[config.mk]
export PLATFORM = sky130hd
export DESIGN_NAME = seg7_scan_ctrl_flat
export DESIGN_NICKNAME = d
export VERILOG_FILES = /design/src/rtl/seg7_scan_ctrl_pkg.sv /design/src/rtl/seg7_scan_ctrl_if.sv /design/src/rtl/seg7_scan_ctrl_bcd_to_seg7.sv /design/src/rtl/seg7_scan_ctrl.sv /design/src/flat_wrapper.sv
export SDC_FILE = /design/constraint.sdc
export NUM_CORES = 1
export LEC_CHECK = 0
export CAP_MARGIN = 20
export CORE_MARGIN = 2
export CORE_UTILIZATION = 60
export CTS_BUF_LIST = sky130_fd_sc_hd__clkbuf_2
export CTS_CLUSTER_SIZE = 40
export DETAILED_ROUTE_END_ITERATION = 10
export PLACE_DENSITY = 0.84
export SKIP_CTS_REPAIR_TIMING = 1
export SYNTH_ARGS = -nofsm -noshare
export SYNTH_HDL_FRONTEND = slang
export SYNTH_SLANG_ARGS = --single-unit
export TNS_END_PERCENT = 100
[constraint.sdc]
create_clock -name clk -period 4.45 [get_ports clk]
set_clock_uncertainty 0.05 [all_clocks]
set_input_delay 0.89 -clock clk [delete_from_list [all_inputs] [get_ports clk]]
set_output_delay 0.89 -clock clk [all_outputs]
set_load 0.03 [all_outputs]
[src/rtl/seg7_scan_ctrl_pkg.sv]
// rtl/seg7_scan_ctrl_pkg.sv - shared types and active-low segment patterns for the 7-segment scanner
// Patterns are {g,f,e,d,c,b,a}, 0 = segment lit.
package seg7_pkg;

  typedef enum logic {
    BLANK = 1'b0,
    SHOW  = 1'b1
  } state_e;

  localparam logic [6:0] SEG_OFF  = 7'h7F;
  localparam logic [6:0] SEG_DASH = 7'h3F;
  localparam logic [6:0] SEG_0    = 7'h40;
  localparam logic [6:0] SEG_1    = 7'h79;
  localparam logic [6:0] SEG_2    = 7'h24;
  localparam logic [6:0] SEG_3    = 7'h30;
  localparam logic [6:0] SEG_4    = 7'h19;
  localparam logic [6:0] SEG_5    = 7'h12;
  localparam logic [6:0] SEG_6    = 7'h02;
  localparam logic [6:0] SEG_7    = 7'h78;
  localparam logic [6:0] SEG_8    = 7'h00;
  localparam logic [6:0] SEG_9    = 7'h10;

endpackage

[src/rtl/seg7_scan_ctrl_if.sv]
// rtl/seg7_scan_ctrl_if.sv - producer-side value/update bus and display pin bundle
// master = BCD producer / board model, slave = scan controller.
interface seg7_scan_ctrl_if #(
  parameter int N_DIG = 4
);
  logic [4*N_DIG-1:0] bcd_in;
  logic [N_DIG-1:0]   dp_in;
  logic               load;
  logic               lz_en;
  logic [N_DIG-1:0]   an;
  logic [6:0]         seg;
  logic               dp;
  logic               frame_done;

  modport master (
    output bcd_in, dp_in, load, lz_en,
    input  an, seg, dp, frame_done
  );

  modport slave (
    input  bcd_in, dp_in, load, lz_en,
    output an, seg, dp, frame_done
  );
endinterface

[src/rtl/seg7_scan_ctrl_bcd_to_seg7.sv]
// rtl/seg7_scan_ctrl_bcd_to_seg7.sv - combinational BCD to active-low 7-segment decoder
// Non-decimal codes render as a dash; blank forces every segment off.
module bcd_to_seg7
  import seg7_pkg::*;
(
  input  logic [3:0] bcd_i,
  input  logic       blank_i,
  output logic [6:0] seg_o
);

  always_comb begin
    seg_o = SEG_DASH;
    case (bcd_i)
      4'd0:    seg_o = SEG_0;
      4'd1:    seg_o = SEG_1;
      4'd2:    seg_o = SEG_2;
      4'd3:    seg_o = SEG_3;
      4'd4:    seg_o = SEG_4;
      4'd5:    seg_o = SEG_5;
      4'd6:    seg_o = SEG_6;
      4'd7:    seg_o = SEG_7;
      4'd8:    seg_o = SEG_8;
      4'd9:    seg_o = SEG_9;
      default: seg_o = SEG_DASH;
    endcase
    if (blank_i) begin
      seg_o = SEG_OFF;
    end
  end

endmodule

[src/rtl/seg7_scan_ctrl.sv]
// rtl/seg7_scan_ctrl.sv - multiplexed 7-segment scan scheduler with dead-time and frame-synchronous updates
// The state register lags the slot counter by one cycle; pins lag the state by one more.
module seg7_scan_ctrl
  import seg7_pkg::*;
#(
  parameter int N_DIG     = 4,
  parameter int SLOT_CYC  = 50000,
  parameter int BLANK_CYC = 500
) (
  input  logic              clk,
  input  logic              reset,
  seg7_scan_ctrl_if.slave   bus
);

  localparam int CW = $clog2(SLOT_CYC);
  localparam int IW = $clog2(N_DIG);
  localparam logic [CW-1:0] CNT_LAST  = CW'(SLOT_CYC - 1);
  localparam logic [CW-1:0] CNT_SHOW  = CW'(BLANK_CYC);
  localparam logic [IW-1:0] IDX_LAST  = IW'(N_DIG - 1);

  logic [CW-1:0]      cnt_q, cnt_d;
  state_e             state_q, state_d;
  logic [IW-1:0]      idx_q, idx_d;
  logic               lz_q, lz_d;
  logic [4*N_DIG-1:0] disp_q, disp_d, shad_q, shad_d;
  logic [N_DIG-1:0]   ddp_q, ddp_d, sdp_q, sdp_d;
  logic               pend_q, pend_d;
  logic [N_DIG-1:0]   an_q, an_d;
  logic [6:0]         seg_q, seg_d;
  logic               dp_q, dp_d;
  logic               fd_q, fd_d;

  logic               boundary;
  logic               upper_zero;
  logic               cur_blank;
  logic [3:0]         cur_bcd;
  logic [6:0]         dec_seg;

  bcd_to_seg7 u_dec (
    .bcd_i   (cur_bcd),
    .blank_i (cur_blank),
    .seg_o   (dec_seg)
  );

  always_comb begin
    cnt_d    = (cnt_q == CNT_LAST) ? '0 : cnt_q + 1'b1;
    state_d  = state_q;
    idx_d    = idx_q;
    lz_d     = lz_q;
    boundary = 1'b0;
    case (state_q)
      BLANK: begin
        if (cnt_q == CNT_SHOW) begin
          state_d = SHOW;
          lz_d    = bus.lz_en;
        end
      end
      SHOW: begin
        // Counter reading 0 here means it wrapped on the previous edge.
        if (cnt_q == '0) begin
          state_d  = BLANK;
          idx_d    = (idx_q == IDX_LAST) ? '0 : idx_q + 1'b1;
          boundary = (idx_q == IDX_LAST);
        end
      end
      default: state_d = BLANK;
    endcase
  end

  always_comb begin
    disp_d = disp_q;
    ddp_d  = ddp_q;
    shad_d = shad_q;
    sdp_d  = sdp_q;
    pend_d = pend_q;
    if (bus.load) begin
      shad_d = bus.bcd_in;
      sdp_d  = bus.dp_in;
      pend_d = 1'b1;
    end
    // A load landing on the boundary bypasses the shadow straight to the display.
    if (boundary) begin
      if (bus.load) begin
        disp_d = bus.bcd_in;
        ddp_d  = bus.dp_in;
        pend_d = 1'b0;
      end else if (pend_q) begin
        disp_d = shad_q;
        ddp_d  = sdp_q;
        pend_d = 1'b0;
      end
    end
  end

  always_comb begin
    cur_bcd    = disp_q[4*idx_q +: 4];
    upper_zero = 1'b1;
    for (int j = 0; j < N_DIG; j++) begin
      if (j >= int'(idx_q) && disp_q[4*j +: 4] != 4'd0) begin
        upper_zero = 1'b0;
      end
    end
    cur_blank = lz_q && (idx_q != '0) && upper_zero;

    an_d  = '1;
    seg_d = SEG_OFF;
    dp_d  = 1'b1;
    fd_d  = boundary;
    if (state_q == SHOW) begin
      an_d[idx_q] = 1'b0;
      seg_d       = dec_seg;
      dp_d        = ~ddp_q[idx_q];
    end
  end

  always_ff @(posedge clk) begin
    if (!reset) begin
      cnt_q   <= '0;
      state_q <= BLANK;
      idx_q   <= '0;
      lz_q    <= 1'b0;
      disp_q  <= '0;
      ddp_q   <= '0;
      shad_q  <= '0;
      sdp_q   <= '0;
      pend_q  <= 1'b0;
      an_q    <= '1;
      seg_q   <= SEG_OFF;
      dp_q    <= 1'b1;
      fd_q    <= 1'b0;
    end else begin
      cnt_q   <= cnt_d;
      state_q <= state_d;
      idx_q   <= idx_d;
      lz_q    <= lz_d;
      disp_q  <= disp_d;
      ddp_q   <= ddp_d;
      shad_q  <= shad_d;
      sdp_q   <= sdp_d;
      pend_q  <= pend_d;
      an_q    <= an_d;
      seg_q   <= seg_d;
      dp_q    <= dp_d;
      fd_q    <= fd_d;
    end
  end

  assign bus.an         = an_q;
  assign bus.seg        = seg_q;
  assign bus.dp         = dp_q;
  assign bus.frame_done = fd_q;

endmodule
[src/flat_wrapper.sv]
// flat-port wrapper written by rule: the top's interface ports become plain ports
module seg7_scan_ctrl_flat import seg7_pkg::*;
#(
  parameter int N_DIG     = 4,
  parameter int SLOT_CYC  = 50000,
  parameter int BLANK_CYC = 500
)
  (clk, reset, bus_bcd_in, bus_dp_in, bus_load, bus_lz_en, bus_an, bus_seg, bus_dp, bus_frame_done);
  seg7_scan_ctrl_if #(.N_DIG(N_DIG)) bus_i ();
  input  logic clk;
  input  logic reset;
  input wire logic [$bits(bus_i.bcd_in)-1:0] bus_bcd_in;
  input wire logic [$bits(bus_i.dp_in)-1:0] bus_dp_in;
  input wire logic [$bits(bus_i.load)-1:0] bus_load;
  input wire logic [$bits(bus_i.lz_en)-1:0] bus_lz_en;
  output wire logic [$bits(bus_i.an)-1:0] bus_an;
  output wire logic [$bits(bus_i.seg)-1:0] bus_seg;
  output wire logic [$bits(bus_i.dp)-1:0] bus_dp;
  output wire logic [$bits(bus_i.frame_done)-1:0] bus_frame_done;
  assign bus_i.bcd_in = bus_bcd_in;
  assign bus_i.dp_in = bus_dp_in;
  assign bus_i.load = bus_load;
  assign bus_i.lz_en = bus_lz_en;
  assign bus_an = bus_i.an;
  assign bus_seg = bus_i.seg;
  assign bus_dp = bus_i.dp;
  assign bus_frame_done = bus_i.frame_done;
  seg7_scan_ctrl #(.N_DIG(N_DIG), .SLOT_CYC(SLOT_CYC), .BLANK_CYC(BLANK_CYC)) u_core (.clk(clk), .reset(reset), .bus(bus_i));
endmodule
======== Word level (Yosys, flattened, before mapping) ========
Memories as Yosys holds them, arrays and structs flattened. A register that Yosys moved wholly into a read port is not among the register bits.
Index checks and enable logic that the tools add are counted.
operators by class
  $lt $le $gt $ge ......................... 5
  bitwise logic cells ..................... 4
  mux-type cells .......................... 22
  reduce and logical (&&, ||, !) cells .... 19
  shift-type cells ........................ 1
  add/subtract/negate cells ............... 2
  equal/unequal tests ..................... 3
operators with widths
  cell                                                 number
  2-to-1 mux 16 bit                                    2
  adder 16 x 1 -> 16 bit, second input constant        1
  == test 16 bit, second input constant                1
  == test 16 x 9 -> 1 bit, second input constant       1
  zero test 16 bit                                     1
  nonzero test 4 bit                                   4
  variable part select 16 x 5 -> 4 bit                 1
  2-to-1 mux 1 bit                                     14
  2-to-1 mux 4 bit                                     2
  AND reduction 2 bit                                  4
  logical AND 1 bit                                    6
  >= comparator 1 x 2 -> 1 bit, first input constant   2
  inverter 4 bit                                       1
  nonzero test 2 bit                                   2
  < comparator 2 x 3 -> 1 bit, second input constant   1
  inverter 1 bit                                       3
  OR reduction 3 bit                                   1
  adder 2 x 1 -> 2 bit, second input constant          1
  binary-select mux 1 bit (select 2 bit)               1
  demux 1 bit (select 2 bit)                           1
  == test 2 bit, second input constant                 1
  >= comparator 2 x 1 -> 1 bit, second input constant  1
  >= comparator 2 bit, first input constant            1
  2-to-1 mux 2 bit                                     1
  2 further kinds                                      2
storage, ports and cells
  memory bits (read-only) ................. 112
  output and inout port bits .............. 13
  memories ................................ 1
  input bits .............................. 24
  logic and storage cells ................. 69
  register bits ........................... 67
memory list
  name             words  width  read ports  clocked after memory_dff  write ports  RTL line                          source
  (no name shown)  16     7      1           1                         0            seg7_scan_ctrl_bcd_to_seg7.sv:13  case (bcd_i)

======== Longest topological paths before layout ========
Gate-level depths: netlist (run 1).
  depth in word-level cells ............... 8
  mapped depth ............................ 8
  gate-level depth less buffers ........... 7

======== By module ========
Synthesis (run 1) repeated with hierarchy kept, for this count alone.
unflattened totals
  cells, all modules ...................... 327
  area, all modules ....................... 3368.2 um^2
by module, submodules not included
  module          area each (um^2)  seq. area each (um^2)  times used  cells each
  seg7_scan_ctrl  3133.0            1481.4                 1           292
  bcd_to_seg7     235.2             0.0                    1           35

======== Worst setup path after synthesis (run 1) ========
OpenSTA, ideal clock, no wires.
  kind .................................... input port to flip-flop
  start point ............................. input port bus_load
  end point ............................... register u_core.ddp_q[0]
  data arrival time ....................... 2.123 ns
  path buffers ............................ 2
  setup time .............................. 0.121 ns
  path slack .............................. 2.156 ns
  data required time ...................... 4.279 ns
  stages .................................. 5
  path through ............................ clkbuf_1 o211ai_1 or4_4 buf_6 mux2_4
on the way
  cells in the longest elaborated chain, start to end .. 2
  elaborated cells on any way between the ends .. 3
  classes of those cells .................. 1 x mux; 2 x reduce/logical
RTL lines
  item                           RTL line               source
  from (decl)                    flat_wrapper.sv:14     input wire logic [$bits(bus_i.load)-1:0] bus_load;
  nonzero test 2 bit (no line)   --
  AND reduction 2 bit (no line)  --
  to (signal assigned)           seg7_scan_ctrl.sv:137  ddp_q <= ddp_d;
  to (decl)                      seg7_scan_ctrl.sv:26   logic [N_DIG-1:0] ddp_q, ddp_d, sdp_q, sdp_d;
Parallel ways exist; a longest one is shown, timed or not.
A chain may end at the register's enable or synchronous reset.

======== Worst setup path in the final report (run 1) ========
  start point ............................. input port bus_load
  end point ............................... register u_core.disp_q[14]
on the way
  cells in the longest elaborated chain, start to end .. 2
  elaborated cells on any way between the ends .. 3
  classes of those cells .................. 1 x mux; 2 x reduce/logical
RTL lines
  item                           RTL line               source
  nonzero test 2 bit (no line)   --
  AND reduction 2 bit (no line)  --
  to (signal assigned)           seg7_scan_ctrl.sv:136  disp_q <= disp_d;
  to (decl)                      seg7_scan_ctrl.sv:25   logic [4*N_DIG-1:0] disp_q, disp_d, shad_q, shad_d;
Parallel ways exist; a longest one is shown, timed or not.

==> flow_summary.toml, run 1 <==
[status]
outcome = "complete, no violations"

[timing]
finalHoldViolCount = 0
worst_slack_ns = 1.848
final_max_slew_viol_count = 0
grt_setup_unrepaired = "false"
fin_crit_sh_pct = 58.48
fmax_mhz = 384.3
max_slew.worst_pin.slew_ns = 1.041
period_needed_ns = 2.602
finalSetupViolCount = 0
whs_ns = 0.4735
relSlewSlack_pct = 30.20
setup_tns_ns = 0

[cells_and_area]
diodes = 0
layout-drive-gt1-share_pct = 13.73
layout_common_cells = "dfxtp_1 (74), nor2_1 (43), clkdlybuf4s50_1 (36)"
final_area_mm2 = 0.003759
syn2layout_area_growth_pct = 15.67
nets = 387
final_common_cell = "dfxtp_1"
instances_no_fill = 427

[place]
numPortBuffers = 36
place_congestion = 0.8250
place_ws_ns = 1.310
postPlaceCellArea_mm2 = 0.003654
dp_hpwl_um = 4048
dp_cells = 411

[floorplanning]
core_area_mm2 = 0.005172
initial_core_util_pct = 62.82
io_pins = 37
die_h_um = 77.59
dieWidth_um = 77.59
die_area_mm2 = 0.006020
placementRows = 26

[synthesis]
ys_types = 39
ys_warn_count = 0
avgSynthCellArea_um2 = 10.28
synthCells = 316
synth_area_mm2 = 0.003249
synth_nets = 351
synth_seq_area_share_pct = 45.59
synth_edf_count = 0
ys.flop_type = "dfxtp_1"
synth-seq-cells = 74
ys_async_sr_fraction_pct = 0

[setup_path]
required_ns = 4.80
crit_path_cell_trace = "clkdlybuf4s50_1, buf_4, o211ai_1, or4_4, mux2_4"
cp.arrival_ns = 2.95
critPathMaxStageDelay_ns = 0.74
cp-start-kind = "primary input"
slowest_stage = "or4_4"
crit_path_max_fanout = 22
path_class = "primary input to register"
critPathCaptureType = "register"

[clock_network]
cts-root-buf = "clkbuf_2"
numCtsBuffers = 9
cts_sinks = 74
clock_latency_ns = 0.49
clk_path_buf_depth = 2
path_clk_slew_ns = 0.18
cts_tree = "yes"
cts-htree-levels = 3

[detailed_routing]
vias_per_cell = 5.333
routed_wl_um = 5786
drc = 0
ant_nets = 0
via_count = 2277
first_pass_iters = 5
first_iter_violations = 107
wire_per_inst_um = 13.55

[pwr]
p_leak_nw = 1.559
power_density_mw_per_mm2 = 291.8
peakVddDrop_mv = 0.2259

[worst_hold_path]
holdCritPathClass = "register to register"

[global_routing]
grt_pass1_vias = 2139
antenna_found_initial = 0
grtUsageTotal_pct = 20.59
grt_max_degree = 26
gr-total-overflow = 0
grt_pass1_wl_um = 9777

[run]
cap_violations = 0
[state kept, by name, indices dropped and copies added (netlist names)]
name                   cells
u_core.cnt_q              16
u_core.ddp_q               4
u_core.state_q             1
u_core.lz_q                1
u_core.sdp_q               4
u_core.bus.seg             7
u_core.shad_q             16
u_core.bus.dp              1
u_core.idx_q               2
u_core.pend_q              1
u_core.disp_q             16
u_core.bus.an              4
u_core.bus.frame_done      1
[Yosys cell counts, drive strengths merged, types with 2 or more instances]
cell type / instances / area, um^2
dfxtp: 74 / 1481
nor2: 43 / 161.4
mux2: 22 / 322.8
mux2i: 22 / 220.2
and2: 21 / 131.4
nand2: 17 / 63.81
ha: 11 / 137.6
inv: 11 / 41.29
clkbuf: 10 / 37.54
a21oi: 8 / 40.04
o21ai: 8 / 40.04
xor2: 8 / 70.07
nand3: 6 / 30.03
nand4: 6 / 37.54
mux4: 5 / 112.6
nor4: 5 / 31.28
and4: 4 / 35.03
nand2b: 4 / 25.02
or3: 4 / 25.02
xnor2: 4 / 35.03
buf: 3 / 26.27
nor3: 3 / 15.01
nor2b: 2 / 12.51
o22ai: 2 / 12.51
or4: 2 / 22.52
[kinds of logic (layout without fill, tap and decap cells)]
family	after synthesis	in the layout	synth area share, %
buffers and inverters	25	66	3.350
muxes	49	49	20.18
xor gates and xnor gates	12	12	3.234
AOI/OAI and AO/OA	25	25	4.544
DFF	74	74	45.59
and+or+nand+nor	120	120	18.87
adders and majority gates	11	11	4.236
[power by group]
part           total, mW  internal [mW]  switching [mW]  leakage, nW
clock              0.344          0.124           0.220       0.0750
sequential         0.683          0.677         0.00562        0.601
combinational     0.0698         0.0364          0.0334        0.882
total               1.10          0.837           0.259         1.56
[worst paths after layout]
kind / depth (start not counted) / from / endpoint / slack (ns)
hold reg to reg: 1 / u_core.cnt_q[0] / u_core.cnt_q[0] / 0.47
hold / removal: 1 / u_core.cnt_q[0] / u_core.cnt_q[0] / 0.47
setup reg to reg: 4 / u_core.cnt_q[4] / u_core.disp_q[14] / 1.97
setup / recovery: 5 / bus_load / u_core.disp_q[14] / 1.85
[stage by stage]
stage,power (mW),utilization (%)
final,1.097,72.67
after global routing,1.149,72.67
after CTS,1.111,72.67
after detailed placement,0.7664,70.63
after global placement,0.7638,70.63
after floorplan,0.7341,-
[worst max-delay path, delay by kind of cell]
kind | cells | cell delay [ns]
multiplexers | 1 | 0.36
AO/OA/AOI/OAI | 1 | 0.15
buffers and inverters | 2 | 0.80
AND/OR/NAND/NOR | 1 | 0.74
[metal layers]
layer / up-vias / global-route usage, % / routed length (um)
met3: 15 / 4.419 / 201
met5: - / 0 / 0
li1: 1167 / - / -
met2: 56 / 31.90 / 2657
met4: 0 / 12.32 / 130
met1: 1039 / 26.30 / 2796
[area by class of cell]
type | instances | area, um^2
fill | 367 | 1414
sequential | 74 | 1481
timing repair buffer | 38 | 375.4
multi-input combinational | 217 | 1664
tap | 70 | 87.58
clock buffer | 9 | 45.04
clock inverter | 7 | 60.06
inverter | 12 | 45.04
Power figures use the tool's default switching activity.
==> run 2: changes to the inputs <==
- CORE_UTILIZATION: 60 -> 58
- PLACE_DENSITY: 0.84 -> 0.82
- clock period: 4.45 -> 2.4 ns (I/O delays scaled with it)
==> run 2 against run 1 <==
  * Sequential power rose by 84%
  * Largest power group unchanged
  * Register-to-register slack got worse by 1.9 ns
  * Utilization fell by 2.8 points
  * Critical path type is now register to register
  * Power rose by 73%
==> flow_summary.toml, run 2 (same netlist as run 1, synthesis figures left out) <==
[detailed_routing]
first_pass_iters = 4
drc = 0
routed_wl_um = 5835
first_iter_violations = 93
vias_per_cell = 5.333
via_count = 2352
wire_per_inst_um = 13.23
ant_nets = 0

[timing]
period_needed_ns = 2.286
relSlewSlack_pct = 35.19
max_slew.worst_pin.slew_ns = 0.9640
grt_setup_unrepaired = "false"
fin_crit_sh_pct = 95.23
final_max_slew_viol_count = 0
finalSetupViolCount = 0
finalHoldViolCount = 0
fmax_mhz = 437.5
worst_slack_ns = 0.1144
setup_tns_ns = 0

[global_routing]
grtUsageTotal_pct = 20.54
grt_max_degree = 24
antenna_found_initial = 0
grt_pass1_wl_um = 9963
grt_pass1_vias = 2188
gr-total-overflow = 0

[place]
dp_hpwl_um = 4217
place_ws_ns = 0.05357
place_congestion = 0.8116
numPortBuffers = 36

[pwr]
peakVddDrop_mv = 0.3289
power_density_mw_per_mm2 = 495.5
p_leak_nw = 1.609

[cells_and_area]
nFillCells = 429
final_common_cell = "dfxtp_1"
layout_common_cells = "dfxtp_1 (74), nor2_1 (43), clkdlybuf4s50_1 (36)"
layout-drive-gt1-share_pct = 15.72
top_regs = "u_core.cnt_q: 16 flops, u_core.disp_q: 16 flops, u_core.shad_q: 16 flops"
diodes = 0
nets = 402
syn2layout_area_growth_pct = 17.75

[setup_path]
required_ns = 2.72
r2r_slack_ns = 0.11
path_class = "register to register"
crit_path_max_fanout = 20
cp.arrival_ns = 2.61
critPathCaptureType = "register"
cp-start-kind = "register"
timing.rr.start = "u_core.cnt_q[7]"
reg2reg_depth = 4
worstReg2RegEnd = "u_core.disp_q[2]"
startpoint = "u_core.cnt_q[7]"

[worst_hold_path]
hold_start = "u_core.cnt_q[0]"
holdCritPathClass = "register to register"
hold_path_end = "u_core.cnt_q[0]"
min_path_cells = 1

[run]
cap_violations = 0

[status]
outcome = "complete, no violations"

[floorplanning]
io_pins = 37
die_h_um = 78.85
placementRows = 27
initial_core_util_pct = 59.37
die_area_mm2 = 0.006217
core_area_mm2 = 0.005473
dieWidth_um = 78.85

[clock_network]
path_clk_slew_ns = 0.16
cts_tree = "yes"
cts_sinks = 74
cts-htree-levels = 3
clock_latency_ns = 0.48
numCtsBuffers = 9
clk_path_buf_depth = 2
cts-root-buf = "clkbuf_2"
[run 2: critical path, stage by stage, from the launching register on]
cell     delay [ns]
dfxtp_1        0.34
or3_1          0.38
or4_4          0.42
or4_4          0.65
mux2_4         0.37
[run 2: worst max path at each step]
stage                       endpoint  slack (ns)
global route        u_core.cnt_q[14]        0.04
global placement    u_core.disp_q[8]        0.07
detailed placement  u_core.disp_q[2]        0.05
floorplan            u_core.ddp_q[0]        0.14
CTS                 u_core.disp_q[2]        0.06
finish              u_core.disp_q[2]        0.11
[run 2: cell type report]
| cell class | instances | area, um^2 | share of cell area [%] |
|---|---|---|---|
| clock buffer | 11 | 55.05 | 1.439 |
| clock inverter | 2 | 7.507 | 0.1962 |
| inverter | 12 | 45.04 | 1.177 |
| multi-input combinational | 217 | 1659 | 43.36 |
| sequential | 74 | 1481 | 38.72 |
| tap | 72 | 90.09 | 2.354 |
| timing repair buffer | 53 | 488.0 | 12.75 |
[run 2: layer usage]
layer | up-vias | global-route usage (%) | routed length [um]
met5 | - | 0 | 0
met4 | 0 | 10.52 | 127
met3 | 11 | 3.750 | 206
met2 | 50 | 32.65 | 2691
met1 | 1102 | 26.91 | 2811
li1 | 1189 | - | -
[run 2: report_power, final]
part | internal, mW | total, mW | switching (mW)
sequential | 1.25 | 1.26 | 0.00976
combinational | 0.0730 | 0.136 | 0.0626
clock | 0.123 | 0.496 | 0.373
[run 2: metrics by stage]
stage / hold WS (ns) / area (um^2) / std cells / util, % / total power, mW
finish: 0.4659 / 3826 / 441 / 69.91 / 1.896
global route: 0.4820 / 3826 / 441 / 69.91 / 1.982
CTS: 0.4605 / 3826 / 441 / 69.91 / 1.915
detailed placement: 0.4433 / 3764 / 428 / 68.77 / 1.428
global placement: 0.4061 / 3764 / 428 / 68.77 / 1.423
floorplan: 0.3877 / 3249 / 316 / - / 1.361
